File: src/rtl/sim_monitor_pkg.sv
// sim_monitor_pkg: shared termination-cause encoding and default monitor
// addresses for sim_exit_monitor and its helpers.
package sim_monitor_pkg;

  typedef logic [2:0] cause_t;

  // Termination cause encoding; RUN is the only non-absorbing state.
  localparam cause_t CAUSE_RUN     = 3'd0;
  localparam cause_t CAUSE_PASS    = 3'd1;
  localparam cause_t CAUSE_FAIL    = 3'd2;
  localparam cause_t CAUSE_TIMEOUT = 3'd3;
  localparam cause_t CAUSE_STALL   = 3'd4;

  // Default memory map of the run-control locations.
  localparam logic [31:0] DEFAULT_EXIT_ADDR    = 32'h0200_0004;
  localparam logic [31:0] DEFAULT_CONSOLE_ADDR = 32'h0200_0000;
  localparam logic [31:0] DEFAULT_PASS_VALUE   = 32'd5;

  // True once the monitor has left RUN.
  function automatic logic is_terminal(input cause_t c);
    return (c != CAUSE_RUN);
  endfunction

endpackage

File: src/rtl/sat_counter.sv
// sat_counter: up-counter with enable and synchronous clear that sticks at
// all-ones instead of wrapping. Clear has priority over enable.
module sat_counter #(
  parameter int W = 32
) (
  input  logic         clk,
  input  logic         rst_n,
  input  logic         i_clr,
  input  logic         i_en,
  output logic [W-1:0] o_q
);

  logic [W-1:0] r_q;

  // Count on enable, hold at the maximum value, clear synchronously.
  always_ff @(posedge clk or negedge rst_n) begin
    if (!rst_n) begin
      r_q <= '0;
    end else if (i_clr) begin
      r_q <= '0;
    end else if (i_en && (r_q != {W{1'b1}})) begin
      r_q <= r_q + {{(W-1){1'b0}}, 1'b1};
    end else begin
      r_q <= r_q;
    end
  end

  assign o_q = r_q;

endmodule

File: src/rtl/sim_exit_monitor.sv
// sim_exit_monitor: watches the CPU store bus and PC, latches the first
// termination cause (exit store pass/fail, cycle timeout, PC stall) and
// forwards console byte stores.
// Optional build macro: SIM_EXIT_MONITOR_TRACE_EN (simulation-only tracing of
// console characters and the termination report).
module sim_exit_monitor
  import sim_monitor_pkg::*;
#(
  parameter int             AW           = 32,
  parameter int             DW           = 32,
  parameter logic [AW-1:0]  EXIT_ADDR    = AW'(DEFAULT_EXIT_ADDR),
  parameter logic [DW-1:0]  PASS_VALUE   = DW'(DEFAULT_PASS_VALUE),
  parameter logic [AW-1:0]  CONSOLE_ADDR = AW'(DEFAULT_CONSOLE_ADDR),
  parameter int             MAX_CYCLES   = 10000,
  parameter int             STALL_CYCLES = 64,
  parameter int             CW           = 32
) (
  input  logic          clk,
  input  logic          reset,
  input  logic          MemWrite,
  input  logic [AW-1:0] DataAdr,
  input  logic [DW-1:0] WriteData,
  input  logic [AW-1:0] ProgramCounter,
  output logic          done,
  output logic          pass,
  output logic [2:0]    cause,
  output logic [DW-1:0] exit_code,
  output logic [CW-1:0] cycle_count,
  output logic [CW-1:0] store_count,
  output logic          console_valid,
  output logic [7:0]    console_char
);

  // Counter values that trigger the timeout and stall transitions.
  localparam logic [CW-1:0] TIMEOUT_AT = CW'(MAX_CYCLES - 1);
  localparam logic [CW-1:0] STALL_AT   = CW'(STALL_CYCLES - 1);
  localparam logic          STALL_EN   = (STALL_CYCLES != 0);

  cause_t        r_cause;
  logic          r_done;
  logic          r_pass;
  logic [DW-1:0] r_exit_code;
  logic [AW-1:0] r_last_pc;
  logic          r_console_valid;
  logic [7:0]    r_console_char;

  logic [CW-1:0] w_cycle_count;
  logic [CW-1:0] w_store_count;
  logic [CW-1:0] w_stall_count;
  logic          w_run;
  logic          w_store;
  logic          w_exit;
  logic          w_console;
  logic          w_pc_same;
  logic          w_timeout;
  logic          w_stall;
  cause_t        w_next_cause;

  assign w_run     = !is_terminal(r_cause);
  assign w_store   = w_run && MemWrite;
  assign w_exit    = w_store && (DataAdr == EXIT_ADDR);
  assign w_console = w_store && (DataAdr == CONSOLE_ADDR);
  assign w_pc_same = (ProgramCounter == r_last_pc);
  assign w_timeout = w_run && (w_cycle_count == TIMEOUT_AT);
  assign w_stall   = w_run && STALL_EN && w_pc_same && (w_stall_count == STALL_AT);

  // Cycles since reset release; stops advancing once terminated.
  sat_counter #(.W(CW)) u_cycle_cnt (
    .clk   (clk),
    .rst_n (reset),
    .i_clr (1'b0),
    .i_en  (w_run),
    .o_q   (w_cycle_count)
  );

  // Every store seen while running, including the terminating exit store.
  sat_counter #(.W(CW)) u_store_cnt (
    .clk   (clk),
    .rst_n (reset),
    .i_clr (1'b0),
    .i_en  (w_store),
    .o_q   (w_store_count)
  );

  // Length of the current run of cycles with an unchanged PC.
  sat_counter #(.W(CW)) u_stall_cnt (
    .clk   (clk),
    .rst_n (reset),
    .i_clr (w_run && !w_pc_same),
    .i_en  (w_run && w_pc_same),
    .o_q   (w_stall_count)
  );

  // Next termination state: exit store beats timeout, timeout beats stall.
  always_comb begin
    w_next_cause = r_cause;
    if (w_exit) begin
      w_next_cause = (WriteData == PASS_VALUE) ? CAUSE_PASS : CAUSE_FAIL;
    end else if (w_timeout) begin
      w_next_cause = CAUSE_TIMEOUT;
    end else if (w_stall) begin
      w_next_cause = CAUSE_STALL;
    end else begin
      w_next_cause = r_cause;
    end
  end

  // Status, exit code and PC history registers.
  always_ff @(posedge clk or negedge reset) begin
    if (!reset) begin
      r_cause     <= CAUSE_RUN;
      r_done      <= 1'b0;
      r_pass      <= 1'b0;
      r_exit_code <= '0;
      r_last_pc   <= '0;
    end else begin
      r_cause   <= w_next_cause;
      r_done    <= is_terminal(w_next_cause);
      r_pass    <= (w_next_cause == CAUSE_PASS);
      r_last_pc <= ProgramCounter;
      if (w_exit) begin
        r_exit_code <= WriteData;
      end else begin
        r_exit_code <= r_exit_code;
      end
    end
  end

  // Console byte capture with a one-cycle valid pulse per store.
  always_ff @(posedge clk or negedge reset) begin
    if (!reset) begin
      r_console_valid <= 1'b0;
      r_console_char  <= 8'h00;
    end else begin
      r_console_valid <= w_console;
      if (w_console) begin
        r_console_char <= WriteData[7:0];
      end else begin
        r_console_char <= r_console_char;
      end
    end
  end

  assign done          = r_done;
  assign pass          = r_pass;
  assign cause         = r_cause;
  assign exit_code     = r_exit_code;
  assign cycle_count   = w_cycle_count;
  assign store_count   = w_store_count;
  assign console_valid = r_console_valid;
  assign console_char  = r_console_char;

`ifdef SIM_EXIT_MONITOR_TRACE_EN
  logic r_done_d;

  function automatic string cause_name(input cause_t c);
    case (c)
      CAUSE_RUN:     return "RUN";
      CAUSE_PASS:    return "PASS";
      CAUSE_FAIL:    return "FAIL";
      CAUSE_TIMEOUT: return "TIMEOUT";
      CAUSE_STALL:   return "STALL";
      default:       return "UNKNOWN";
    endcase
  endfunction

  // Echo console characters and report the termination once, then stop.
  always_ff @(posedge clk or negedge reset) begin
    if (!reset) begin
      r_done_d <= 1'b0;
    end else begin
      r_done_d <= r_done;
      if (r_console_valid) begin
        $write("%c", r_console_char);
      end
      if (r_done && !r_done_d) begin
        $display("[sim_exit_monitor] cause=%s exit_code=%0d cycle_count=%0d",
                 cause_name(r_cause), r_exit_code, w_cycle_count);
        $finish;
      end
    end
  end
`else
  // Untraced build: termination status is visible only on the ports.
`endif

endmodule

File: config.mk
export PLATFORM = sky130hd
export DESIGN_NAME = sim_exit_monitor
export DESIGN_NICKNAME = d
export VERILOG_FILES = /design/src/rtl/sim_monitor_pkg.sv /design/src/rtl/sat_counter.sv /design/src/rtl/sim_exit_monitor.sv
export SDC_FILE = /design/constraint.sdc
export NUM_CORES = 1
export LEC_CHECK = 0
export ABC_AREA = 1
export ABC_CLOCK_PERIOD_IN_PS = 5650
export CORE_MARGIN = 2
export CORE_UTILIZATION = 55
export DETAILED_ROUTE_END_ITERATION = 10
export GPL_TIMING_DRIVEN = 0
export PLACE_DENSITY = 0.86
export SETUP_SLACK_MARGIN = 0.3
export SKIP_LAST_GASP = 1
export SLEW_MARGIN = 20
export SYNTH_ARGS = -nofsm -noshare
export SYNTH_HDL_FRONTEND = slang
export SYNTH_SLANG_ARGS = --single-unit
File: constraint.sdc
create_clock -name clk -period 5.65 [get_ports clk]
set_clock_uncertainty 0.1 [all_clocks]
set_input_delay 1.13 -clock clk [delete_from_list [all_inputs] [get_ports clk]]
set_output_delay 1.13 -clock clk [all_outputs]
set_load 0.02 [all_outputs]
* Yosys cells after proc, flatten, opt, wreduce, memory -nomap -nowiden
Cells that the tools add are included.
** Word-level totals
- Flip-flop bits (word level) :: 174
- Output and inout bits :: 110
** Operators by class
- Multiplexer cells :: 6
- Reduce and logical (&&, ||, !) cells :: 15
- Eq/ne operators :: 10
- $add $sub $neg :: 3
** Operators by type and width (number)
- $add A32 B1 Y32 const B :: 3
- $ne A32 B32 Y1 const B :: 3
- $eq A32 B26 Y1 const B :: 2
- $mux W32 :: 2
- $eq A32 B14 Y1 const B :: 1
- $eq A32 B3 Y1 const B :: 1
- $eq A32 B32 Y1 :: 1
- $eq A32 B6 Y1 const B :: 1
- $logic_and A1 B1 Y1 :: 10
- $mux W3 :: 3
- $reduce_bool A3 Y1 :: 2
- $eq A3 B1 Y1 const B :: 1
- $logic_not A1 Y1 :: 2
- $mux W2 :: 1
- $reduce_bool A2 Y1 :: 1

* Depth between registers and ports, before layout
- Depth after elaboration :: 8
- Depth in mapped cells :: 12
- Mapped depth without buffers :: 12

* Cells and area by module
Synthesis repeated with hierarchy kept, for this count alone.
** Unflattened totals
- Cell total of the unflattened synthesis :: 1491
- Area total of the unflattened synthesis :: 10590.2 um2
** By module, submodules not included
- sat_counter :: cells an instance 345, sequential area each 800.8 um2, times used 3, area an instance 2243.4 um2
- sim_exit_monitor :: cells an instance 456, sequential area each 1951.9 um2, times used 1, area an instance 3860.0 um2

* Worst setup path after synthesis
No wires, ideal clock.
- Kind :: input to register
- From :: in DataAdr[15]
- To :: reg r_exit_code[11] (netlist: exit_code[11])
- Path buffers :: 1
- Path slack :: 3.170 ns
- Arrival time :: 2.253 ns
- Setup time :: 0.128 ns
- Required time :: 5.422 ns
- Stages on the path :: 8
- Cell sequence :: nor2_1 -> nand2_1 -> nor2_1 -> nand2_1 -> nor2_1 -> nand2_1 -> clkbuf_1 -> mux2_1
** On the way
- Longest elaborated chain between the ends :: 2
** Ends and longest elaborated chain
- start: declaration :: line sim_exit_monitor.sv:21 : input logic [AW-1:0] DataAdr,
- $eq A32 B26 Y1 :: line sim_exit_monitor.sv:61 : assign w_exit = w_store && (DataAdr == EXIT_ADDR);
- $logic_and A1 B1 Y1 :: line sim_exit_monitor.sv:61
- end signal: assignment :: line sim_exit_monitor.sv:122 : r_exit_code <= WriteData;
- end signal: assignment :: line sim_exit_monitor.sv:124 : r_exit_code <= r_exit_code;
- end: declaration :: line sim_exit_monitor.sv:42 : logic [DW-1:0] r_exit_code;
Every way passes these cells.
A chain may end at the register's enable or synchronous reset.

* Worst setup path after layout
- From :: in DataAdr[21]
- To :: reg r_exit_code[12] (netlist: exit_code[12])
Same word-level chain as after synthesis.

==> run summary <==
run status: completed
RSZ-0062 raised after global routing: no
number of diodes: 0
CTS Buffer Depth: 2
worst endpoint required time: 5850 ps
synthesis warning total: 0
Tmin final: 3030 ps
via density per instance: 5.36
first-pass GRT wire length: 45.6 mm
critical path peak fanout: 10
initial antenna violation count: 0
Area Growth Syn to Fin: 31.5%
Tightest Pin Transition: 667 ps
Tot GR Track Use: 0.316
cell count after synthesis: 1281
number of fill cells: 1266
HP Class: flop to flop
Port Buffers: 208
number of flops mapped to enable cells by yosys: 0
clock tree from TritonCTS: built
most frequent cells in the layout: 406 x nand2_1, 207 x clkdlybuf4s50_1, 178 x inv_1, 174 x dfrtp_1, 154 x nor2_1
share of layout cells above drive strength 1: 0.0361
top post-synthesis cells by area: dfrtp_1 46%, nand2_1 16%, inv_1 7.0%
DR DRC count: 0
placed cell areas: 12000 sq um
type of origin of the critical path: input port
Final #Nets: 1611
VDD IR max: 0.000204 V
Initial Util: 0.558
Clock Latency Late Sink: 440 ps
Synth Flop Type: dfrtp_1
GR Overflow Total: 0
Post-CTS Setup Inserts: 0
Slew Limit Headroom: 0.556
FF-to-FF setup slack: 3100 ps
overall power: 2630 uW
Pre-antenna DRT Iters: 5
Die X: 136 um
maxcap violations: 0
Avg Inst Size Synth: 7.46 sq um
die extent in y: 136 um
final WL: 27.8 mm
H-tree depth: 4
CP arrival: 3230 ps
Reg2Reg Launch Point: u_stall_cnt.o_q[0]
placement row count: 48
Lkg Pwr: 0.00605 uW
Netlist Area Pre-Place: 9560 sq um
endpoints failing hold: 0
FF+latch count, synth: 174
Seq/Total Area, Yosys: 0.456
Tcrit/Tclk final: 0.537
critical path type: input port to flop
Routed Antenna Nets: 0
initial DRC count: 871
Register Area: 4350 sq um
cell taking the most area after synthesis: dfrtp_1
share of the synthesized area in the top cell type: 0.456
Routability Congestion: 0.948
Hold-fix buffers, CTS: 0
post-CTS sizing: 0
CTS Buf Count: 17
Routed WL per cell: 15.9 um
via count: 9358
Worst Setup SP: DataAdr[21]
DP Wirelength: 21.1 mm
pin count of the biggest net entering global routing: 101
Reg2Reg Depth: 11
vias in the first global route: 9476
clock-pin slew on the worst setup and hold paths: 80 ps
Clock Sinks: 174
overall die area: 18400 sq um
Core ar.: 17100 sq um
most common cell after layout, fill and taps aside: nand2_1
Final Max Tran Viols: 0
post-layout instance area: 12600 sq um
library cells used by synthesis: 32
critical path capture point type: flop
PwrDens: 209 nW/um^2
footprint of the multi-input gates: 4390 sq um
asr flop ratio synth: 1.00
clock root buffer: clkbuf_16
Synthesized Nets: 1383
CP Capture Point: exit_code[12]
IO Pins: 209
Final setup viols: 0
fmax: 330 MHz
RR Endpoint: u_stall_cnt.o_q[27]
==> metal layers <==
layer,wire length [um],track usage
met1,10600,0.370
met3,2390,0.0917
met5,0,0
met2,13700,0.544
met4,1120,0.135
==> worst min path at each step <==
stage	end	startpoint	cells after the start
final	exit_code[23]	exit_code[23]	1
after global routing	console_char[6]	console_char[6]	2
after detailed placement	exit_code[11]	exit_code[11]	1
after global placement	u_stall_cnt.o_q[9]	u_stall_cnt.o_q[9]	2
after CTS	exit_code[27]	exit_code[27]	2
after floorplan	u_stall_cnt.o_q[9]	u_stall_cnt.o_q[9]	2
==> worst max-delay path: stages <==
cell and delay, ps:
clkdlybuf4s50_1 430, nor2_1 100, nor3b_1 550, nand2_1 100, nor2_1 100, nand4_1 280, clkbuf_1 330, nand2_1 120
o21ai_1 80
==> sequential cells by signal (all words and copies together), names as in the netlist <==
register and count:
u_store_cnt.o_q 32, console_valid 1, exit_code 32, u_cycle_cnt.o_q 32, console_char 8, done 1
r_last_pc 32, pass 1, u_stall_cnt.o_q 32, cause 3
==> where the power goes <==
group	internal, uW	switching (uW)
clock network	647	571
registers	1260	5.93
logic	82.0	68.4
==> cell families (layout without fill, tap and decap cells) <==
family / after synthesis / after routing / synth area share
adders and majority gates: 3 / 3 / 0.00393
muxes: 10 / 10 / 0.0118
and+or+nand+nor: 753 / 753 / 0.339
xor gates and xnor gates: 89 / 89 / 0.0816
AOI/OAI and AO/OA: 43 / 43 / 0.0237
buffers and inverters: 209 / 450 / 0.0850
DFF: 174 / 174 / 0.456
==> cell type report <==
cell class | instances | share of cell area
clock inverter | 14 | 0.0138
buffer | 25 | 0.00966
multi-input combinational | 898 | 0.349
tap | 225 | 0.0224
inverter | 184 | 0.0550
clock buffer | 18 | 0.0349
timing repair buffer | 209 | 0.168
sequential | 174 | 0.346
==> cell usage after synthesis (2+ instances only) <==
| master | instances |
|---|---|
| nand2_1 | 406 |
| inv_1 | 178 |
| dfrtp_1 | 174 |
| nor2_1 | 154 |
| nand4_1 | 65 |
| nand3_1 | 56 |
| xor2_1 | 54 |
| nor3_1 | 46 |
| xnor2_1 | 35 |
| o21ai_1 | 28 |
| clkbuf_1 | 15 |
| o21ai_0 | 13 |
| mux2_1 | 10 |
| nor4_1 | 9 |
| inv_2 | 6 |
| buf_2 | 4 |
| nand3b_1 | 4 |
| and2_1 | 3 |
| buf_1 | 3 |
| buf_6 | 3 |
| ha_1 | 3 |
| nor2_4 | 2 |
==> per-stage QoR <==
step / util / hold WS [ps] / std cells / TNS, ps / setup WS (ps)
final: 0.734 / 395 / 1747 / 0 / 2620
after global routing: 0.734 / 420 / 1747 / 0 / 2440
after floorplan: - / 342 / 1281 / 0 / 3170
after CTS: 0.734 / 395 / 1747 / 0 / 2650
after global placement: 0.696 / 355 / 1714 / -671450 / -3870
after detailed placement: 0.698 / 381 / 1715 / 0 / 2170
Note: power is estimated with default switching activity, not from simulation.
